## config.mk

```make
export PLATFORM = sky130hd
export DESIGN_NAME = exec_sequencer
export DESIGN_NICKNAME = d
export VERILOG_FILES = /design/src/rtl/exec_sequencer.sv
export SDC_FILE = /design/constraint.sdc
export NUM_CORES = 1
export LEC_CHECK = 0
export BUFFER_PORTS_ARGS = -buffer_cell sky130_fd_sc_hd__buf_2
export CORE_ASPECT_RATIO = 1.25
export CORE_MARGIN = 3
export CORE_UTILIZATION = 57
export DETAILED_ROUTE_END_ITERATION = 16
export MAX_ROUTING_LAYER = met4
export PLACE_DENSITY_LB_ADDON = 0.3
export SYNTH_ARGS = -nofsm -noshare
export SYNTH_HDL_FRONTEND = slang
export SYNTH_SLANG_ARGS = --single-unit
```

## constraint.sdc

```tcl
create_clock -name clk -period 10.98 [get_ports clk]
set_clock_uncertainty 0.2 [all_clocks]
set_input_delay 2.196 -clock clk [delete_from_list [all_inputs] [get_ports clk]]
set_output_delay 2.196 -clock clk [all_outputs]
set_load 0.005 [all_outputs]
```

## src/rtl/exec_sequencer.sv

```systemverilog
// rtl/exec_sequencer.sv - multi-cycle execute stage sequencing an external 8x16 register file
//
// Purpose: accepts one register-register op per start strobe, reads Rn then Rm
// through the register file's single read port, shifts Rm, applies the ALU,
// latches C/status and writes C back to Rd.
// Ports:
//   clk, reset_n              clock, asynchronous active-low reset
//   start                     request, sampled only in IDLE
//   op, shift, rn, rm, rd     command fields, latched on the accepted start edge
//   wb_en                     1 = write C to rd, 0 = compare-only
//   rf_out                    register file data_out
//   readnum, writenum, write, data_in   register file controls
//   c_out, status             result register and {N, V, Z}
//   busy, done                non-IDLE indicator, one-cycle completion pulse
module exec_sequencer #(
  parameter int W = 16
) (
  input  logic         clk,
  input  logic         reset_n,
  input  logic         start,
  input  logic [1:0]   op,
  input  logic [1:0]   shift,
  input  logic [2:0]   rn,
  input  logic [2:0]   rm,
  input  logic [2:0]   rd,
  input  logic         wb_en,
  input  logic [W-1:0] rf_out,
  output logic [2:0]   readnum,
  output logic [2:0]   writenum,
  output logic         write,
  output logic [W-1:0] data_in,
  output logic [W-1:0] c_out,
  output logic [2:0]   status,
  output logic         busy,
  output logic         done
);

  typedef enum logic [2:0] {S_IDLE, S_RDA, S_RDB, S_EXEC, S_WB} state_t;

  state_t       state;
  logic [1:0]   op_q, shift_q;
  logic [2:0]   rn_q, rm_q;
  logic         wb_en_q;
  logic [W-1:0] a_q, b_q;

  logic [W-1:0] bs, res;
  logic         v;

  assign data_in = c_out;

  always_comb begin
    bs = b_q;
    case (shift_q)
      2'b01:   bs = {b_q[W-2:0], 1'b0};
      2'b10:   bs = {1'b0, b_q[W-1:1]};
      2'b11:   bs = {b_q[W-1], b_q[W-1:1]};
      default: bs = b_q;
    endcase
  end

  always_comb begin
    res = '0;
    v   = 1'b0;
    case (op_q)
      2'b00: begin
        res = a_q + bs;
        v   = (a_q[W-1] == bs[W-1]) && (res[W-1] != a_q[W-1]);
      end
      2'b01: begin
        res = a_q + ~bs + {{(W-1){1'b0}}, 1'b1};
        v   = (a_q[W-1] != bs[W-1]) && (res[W-1] != a_q[W-1]);
      end
      2'b10:   res = a_q & bs;
      default: res = ~bs;
    endcase
  end

  // All outputs are registered and loaded with the value they must show in
  // the state being entered, so no live input reaches an output combinationally.
  always_ff @(posedge clk or negedge reset_n) begin
    if (!reset_n) begin
      state    <= S_IDLE;
      op_q     <= '0;
      shift_q  <= '0;
      rn_q     <= '0;
      rm_q     <= '0;
      wb_en_q  <= 1'b0;
      a_q      <= '0;
      b_q      <= '0;
      c_out    <= '0;
      status   <= '0;
      readnum  <= '0;
      writenum <= '0;
      write    <= 1'b0;
      busy     <= 1'b0;
      done     <= 1'b0;
    end else begin
      case (state)
        S_IDLE: begin
          if (start) begin
            op_q     <= op;
            shift_q  <= shift;
            rn_q     <= rn;
            rm_q     <= rm;
            wb_en_q  <= wb_en;
            readnum  <= rn;
            writenum <= rd;
            busy     <= 1'b1;
            state    <= S_RDA;
          end
        end
        S_RDA: begin
          a_q     <= rf_out;
          readnum <= rm_q;
          state   <= S_RDB;
        end
        S_RDB: begin
          b_q     <= rf_out;
          readnum <= rn_q;
          state   <= S_EXEC;
        end
        S_EXEC: begin
          // Compare-only ops leave C untouched; status always reflects this op.
          if (wb_en_q) c_out <= res;
          status <= {res[W-1], v, (res == '0)};
          write  <= wb_en_q;
          done   <= 1'b1;
          state  <= S_WB;
        end
        S_WB: begin
          write <= 1'b0;
          done  <= 1'b0;
          busy  <= 1'b0;
          state <= S_IDLE;
        end
        default: state <= S_IDLE;
      endcase
    end
  end

endmodule
```

## Word level (Yosys, flattened, before mapping)

Cells that the tools add are included.

| cells by class | value |
|---|---|
| $add $sub $neg | 3 |
| eq/ne operators | 14 |
| mux-type cells | 11 |
| bitwise logic cells | 2 |
| reductions and logical operators | 12 |

Operators with widths:

| operator | count |
|---|---|
| $pmux W16 S3 | 2 |
| $add A16 B16 Y16 | 2 |
| $add A16 B1 Y16 const B | 1 |
| $and A16 B16 Y16 | 1 |
| $logic_not A16 Y1 | 1 |
| $not A16 Y16 | 1 |
| $pmux W3 S4 | 1 |
| $pmux W3 S3 | 1 |
| $pmux W1 S2 | 4 |
| $reduce_and A2 Y1 | 4 |
| $eq A2 B2 Y1 const B | 3 |
| $eq A3 B2 Y1 const B | 2 |
| $mux W3 | 2 |
| $eq A2 B1 Y1 const B | 2 |
| $reduce_bool A2 Y1 | 2 |
| $eq A3 B1 Y1 const B | 1 |
| $eq A3 B3 Y1 const B | 1 |
| $logic_not A3 Y1 | 1 |
| $ne A1 B1 Y1 | 3 |
| $reduce_bool A3 Y1 | 1 |
| $logic_and A1 B1 Y1 | 2 |
| $logic_not A2 Y1 | 1 |
| $ne A2 B2 Y1 const B | 1 |
| $eq A1 B1 Y1 | 1 |
| $mux W1 | 1 |

| word-level totals | value |
|---|---|
| flip-flop bits (word level) | 74 |
| bits of input ports | 33 |
| output and inout port bits | 44 |

## Depth between registers and ports, before layout

Gate-level depths: netlist (run 1).

| depth | value |
|---|---|
| depth after elaboration | 8 |
| depth in mapped cells | 16 |
| mapped depth without buffers | 14 |

## Worst setup path after synthesis (run 1)

OpenSTA, ideal clock, no wires.

| timing | value |
|---|---|
| path kind | flip-flop to flip-flop |
| from | reg shift_q[0] |
| to | reg status[0] |
| setup time | 0.103 ns |
| arrival | 3.460 ns |
| setup slack | 7.216 ns |
| stages on the path, launching flop included | 13 |
| clock period less this slack | 3.764 ns |
| cells stage by stage | dfrtp_1 buf_2 buf_2 mux2i_1 o21ai_0 ha_1 or4_4 a211oi_4 a21o_1 a221o_2 xnor2_1 mux4_2 o41ai_2 |

| between the ends | value |
|---|---|
| cells in the longest elaborated chain, start to end | 7 |
| elaborated cells on any way between the ends | 11 |

RTL lines:

| item | RTL line | text |
|---|---|---|
| start: declaration | 41 | `logic [1:0] op_q, shift_q;` |
| start signal: assignment | 102 | `shift_q <= shift;` |
| $eq A2 B2 Y1 / $eq A2 B1 Y1 (equally long branches) | 53 | `case (shift_q)` |
| $pmux W16 S3 (*) | 53 |  |
| $not A16 Y16 | 70, 74 |  |
| $add A16 B16 Y16 | 70 | `res = a_q + ~bs + {{(W-1){1'b0}}, 1'b1};` |
| $add A16 B1 Y16 | 70 |  |
| $pmux W16 S3 (*) | 64 | `case (op_q)` |
| $logic_not A16 Y1 (*) | 125 | `status <= {res[W-1], v, (res == '0)};` |
| end signal: assignment | 125 |  |
| end: declaration | 33 | `output logic [2:0] status,` |

Every way passes the cells marked *; elsewhere a longest branch is shown, timed or not.
A chain may end at the register's enable or synchronous reset.

## Final worst setup path (run 1)

Ends and elaborated chain as after synthesis.

==> results of run 1 <==
-- cells in the mapped netlist, drive strengths merged, types with 3 or more instances --
cell / instances
inv: 34
o211ai: 5
a211o: 3
dfrtp: 74
buf: 24
o21bai: 4
a2111oi: 3
nand2b: 6
nor2: 41
mux2: 48
a21o: 7
nand2: 52
clkbuf: 16
nor3: 6
o31ai: 6
nor4: 4
nor2b: 7
a31oi: 5
a21oi: 28
xor2: 3
nand3: 8
a22o: 4
and3: 3
o21ai: 39
a211oi: 17
mux2i: 17
nand4: 4
xnor2: 8
or3: 4
ha: 37
-- final timing paths --
kind / from / endpoint / slack, ps / depth (start not counted)
max: shift_q[0] / status[0] / 6500 / 12
min: status[1] / status[1] / 280 / 2
max reg2reg: shift_q[0] / status[0] / 6500 / 12
min reg2reg: status[1] / status[1] / 280 / 2
max in group asynchronous: reset_n / b_q[13] / 8220 / 1
min in group asynchronous: reset_n / c_out[1] / 1740 / 1
-- cells by family after synthesis --
logic type	count (synthesis)
AO/OA/AOI/OAI	142
XOR/XNOR	11
adder cells (fa/ha/maj)	39
buffers and inverters	74
flip-flops	74
multiplexers	67
AND/OR/NAND/NOR	144
-- layout by cell type, fill, tap and decap left out, types with 4 or more instances in the layout --
cell type and instances:
buf_2 75, mux2i_1 17, a21o_1 6, inv_1 32
o211ai_1 5, nor4_1 4, mux2_2 48, nor2_1 41
buf_4 5, o21ai_0 37, nor3_1 6, ha_1 37
nor2b_1 7, clkbuf_8 11, xnor2_1 8, a22o_1 4
nand3_1 8, a31oi_1 5, or3_1 4, a211oi_1 16
nand4_1 4, nand2b_1 6, nand2_1 52, a21oi_1 28
o21bai_1 4, dfrtp_1 74, o31ai_1 6
-- state kept, by name, summed over array words and instances (netlist names) --
register,flops
state,3
busy,1
wb_en_q,1
done,1
rm_q,3
op_q,2
b_q,16
writenum,3
write,1
shift_q,2
readnum,3
rn_q,3
status,3
a_q,16
c_out,16
-- critical path: cells and delay by family (launching register included) --
family,cells,cell delay (ps)
AO/OA/AOI/OAI,7,2120
flip-flops,1,880
AND/OR/NAND/NOR,3,660
adder cells (fa/ha/maj),1,340
multiplexers,1,160
-- area by class of cell --
type / instances / share of cell area, %
inverters: 34 / 2.23
clock buffers: 12 / 2.71
well taps: 120 / 2.62
multi-input cells: 403 / 52.2
clock inverters: 2 / 0.656
flip-flops and latches: 74 / 32.4
repair buffers: 80 / 7.22
-- routing by layer --
metal  global-route usage, %  wire, microns  vias up
met4                    7.24            221        0
met1                    32.2           5320     2022
met5                       -              0        -
met3                    4.12            778       20
li1                        -              -     2068
met2                    39.7           5570      161
-- stage by stage --
stage	hold WS (ps)	setup slack [ps]	instance area, sq um
6_report	275	6500	5720
2_1_floorplan	273	7220	5200
3_3_place_gp	258	6690	5530
4_1_cts	279	6500	5720
3_5_place_dp	261	6560	5530
5_1_grt	322	6250	5720
==> flow_summary.toml, run 1 <==
[synth]
ys_top_cells_by_area = "dfrtp_1 36%, mux2_2 10%, ha_1 8.9%, nand2_1 3.8%, o21ai_0 3.6%"
syn_area_sq_um = 5200
synth_top_area_share_pct = 35.6
synth-xor-area-share_pct = 1.85
synthArstFlopShare_pct = 100
ys.flop_type = "dfrtp_1"
ys_ff_latch = 74
muxShareOfSynthArea_pct = 14.5
yosysWarnings = 0
synth_edf_count = 0
synth_top_family_by_area = "compound AO/OA/AOI/OAI gates"
yosys.area_share.simple_pct = 12.8
synth_top_cell_by_area = "dfrtp_1"
synthAdderAreaFrac_pct = 9.67
synthesis.nets = 623
netlist_instances = 551
synth_compound_area_share_pct = 18.5
synth.avg_cell_area_sq_um = 9.44
ys_seq_area_share_pct = 35.6
synth_cell_types = 67

[floorplan]
dieArea_sq_um = 10300
io_pins = 77
start_util_pct = 59.1
row_count = 38
fp.dieH_microns = 113
die_x_microns = 91.4
core_sq_um = 8800

[sta]
final.setup.tns_ps = 0
rsz0062_at_grt = "false"
max_freq_mhz = 223
maxSlewViolCount = 0
fin_crit_ps = 4480
setup_viol = 0
slew_headroom_pct = 40.0
tightest_slew_ps = 900
fin_crit_sh_pct = 40.8
finalHoldViolations = 0

[grt]
antenna_found_initial = 0
grt_max_degree = 75
grt_pass1_vias = 4238
grt_pass1_wl_microns = 20100
grt_usage_pct = 24.7
overflow = 0

[placement]
place_congestion = 0.908
port-buffer-count = 76
hpwl_microns = 9060
dp.cells = 711

[drt]
drt-total-wl_microns = 11900
drt_iter0_drc = 316
wl_per_cell_microns = 16.4
drc = 0
vias = 4271
ant_nets = 0
viasPerCell = 5.89
drtPass1Iterations = 5

[critical_path]
end_kind = "flip-flop"
critPathRequiredTime_ps = 11030
cp_max_fo = 18
crit_path_cell_trace = "mux2i_1 -> o21ai_1 -> ha_1 -> a211oi_1 -> o21ai_1 -> nand3b_1 -> a311oi_1 -> a21o_1 -> or3_1 -> a211o_1 -> and3_1 -> o41ai_2"
cpMaxStageDelayCell = "dfrtp_1"
cp_common_cell = "o21ai_1"
critPathMaxStageDelay_ps = 880
critPathArrivalTime_ps = 4530
worst-setup-path-type = "reg2reg"
worst_setup_path_start_kind = "flip-flop"

[min_path]
min_path_type = "reg2reg"

[status]
outcome = "finished, final reports clean"

[clock_tree]
cts_setup_buffers = 0
clk_latency_ps = 360
tritoncts = "built"
ctsResizeCount = 0
clockBufferDepth = 2
root_buffer = "clkbuf_8"
cts_made_buffers = 9
cts_sinks = 74
cts_max_level = 3
hold_buffers = 0
clk_pin_slew_worst_paths_ps = 90

[finish]
drive_gt1_share_pct = 25.5
multiInputGateArea_sq_um = 2990
final_util_pct = 65.0
num-nets-final = 674
syn_to_final_growth_pct = 10.0
regArea_sq_um = 1850
antenna_cells = 0
final_cells = 725
nFillCells = 749

[job]
drv_cap = 0
Power of run 1 is left out: the tool's default activity adds up to more than one toggle a clock period on the data nets, which glitch-free logic cannot reach.
==> run 2, diff against run 1 <==
==> constraint.sdc (replaced) <==
create_clock -name clk -period 4.25 [get_ports clk]
set_clock_uncertainty 0.2 [all_clocks]
set_input_delay 0.85 -clock clk [delete_from_list [all_inputs] [get_ports clk]]
set_output_delay 0.85 -clock clk [all_outputs]
set_load 0.005 [all_outputs]
==> run 2 against run 1 <==
  * Critical endpoint unchanged
  * Core utilization is 0.41 points higher
  * Die area stayed put
  * Highest routed layer unchanged
  * Design area is 0.63% higher
  * Critical path type unchanged
  * Worst setup slack worse by 6200 ps
  * Sequential share of layout area is 0.18 points lower
  * Fmax is 13% higher
  * Global-route usage hardly changed
  * Cell count is 0.83% higher
  * Sequential cell count stayed put
==> flow_summary.toml, run 2 (synthesized netlist as in run 1, its figures left out) <==
[floorplan]
die_x_microns = 91.4
row_count = 38
dieArea_sq_um = 10300
start_util_pct = 59.1
fp.dieH_microns = 113
core_sq_um = 8800
io_pins = 77

[finish]
final_common_cell = "buf_2"
antenna_cells = 0
syn_to_final_growth_pct = 10.7
nFillCells = 747
stdcell_area_sq_um = 5760
top_regs = "a_q: 16 flops, b_q: 16 flops, c_out: 16 flops"
final_util_pct = 65.5
mostFrequentLayoutCells = "75 x buf_2, 73 x dfrtp_1, 52 x nand2_1"
drive_gt1_share_pct = 26.8
final_cells = 731
num-nets-final = 678

[grt]
grt_usage_pct = 24.6
overflow = 0
grt_pass1_vias = 4131
grt_pass1_wl_microns = 20000
grt_max_degree = 75
antenna_found_initial = 0

[placement]
place_congestion = 0.915
placed_area_sq_um = 5560
port-buffer-count = 76
hpwl_microns = 9000
dp.cells = 715

[clock_tree]
clockBufferDepth = 2
hold_buffers = 0
ctsResizeCount = 0
cts_sinks = 74
cts_max_level = 3
root_buffer = "clkbuf_8"
cts_setup_buffers = 0
tritoncts = "built"
clk_latency_ps = 360
clk_pin_slew_worst_paths_ps = 80
cts_made_buffers = 9

[critical_path]
cp_max_fo = 15
worst-setup-path-type = "reg2reg"
end_kind = "flip-flop"
worst_setup_path_start_kind = "flip-flop"
critPathArrivalTime_ps = 4020
critPathRequiredTime_ps = 4300

[sta]
final.setup.tns_ps = 0
fin_crit_ps = 3970
max_freq_mhz = 252
fin_crit_sh_pct = 93.4
rsz0062_at_grt = "false"
finalHoldViolations = 0
maxSlewViolCount = 0
slew_headroom_pct = 39.9
setup_viol = 0
tightest_slew_ps = 901

[drt]
drc = 0
wl_per_cell_microns = 16.2
vias = 4287
drtPass1Iterations = 7
drt_iter0_drc = 399
drt-total-wl_microns = 11800
viasPerCell = 5.86
ant_nets = 0

[min_path]
min_path_type = "reg2reg"

[status]
outcome = "finished, final reports clean"

[job]
drv_cap = 0
run 2: final cells by class:
type / instances / area [sq um] / share of cell area, %
multi-input cells: 403 / 3000 / 52.1
flip-flops and latches: 74 / 1850 / 32.2
repair buffers: 84 / 447 / 7.76
clock buffers: 12 / 155 / 2.69
well taps: 120 / 150 / 2.61
inverters: 34 / 128 / 2.22
clock inverters: 4 / 26.3 / 0.456
run 2: final timing paths:
path	startpoint	to	slack (ps)	cells after the start
min in group asynchronous	reset_n	c_out[1]	400	1
worst min register to register	status[2]	status[2]	290	2
worst min-delay path	status[2]	status[2]	290	2
worst max register to register	shift_q[0]	status[0]	280	12
worst max-delay path	shift_q[0]	status[0]	280	12
max in group asynchronous	reset_n	shift_q[1]	2790	1
run 2: critical path: stages, from the launching register on:
cell	delay, ps
dfrtp_1	430
buf_6	190
mux2i_1	120
o21ai_0	300
ha_1	410
or4_4	590
a211oi_4	330
a21o_1	200
a221o_2	190
a31oi_1	110
a211o_1	310
and3_1	160
o41ai_2	340
run 2: metal layers:
layer | wire [microns] | vias to the layer above | GRT usage, % | share of wire [%]
met5 | 0 | - | - | 0
met4 | 379 | 0 | 10.5 | 3.2
met3 | 762 | 32 | 3.13 | 6.4
met2 | 5380 | 178 | 38.5 | 46
met1 | 5300 | 2012 | 32.5 | 45
li1 | - | 2065 | - | -
run 2: per-stage QoR:
stage | hold slack (ps) | worst slack [ps]
floorplan | 273 | 486
global placement | 258 | 385
detailed placement | 273 | 238
CTS | 293 | 177
global route | 327 | 22.1
finish | 290 | 282
Power of run 2 is left out for the same reason.
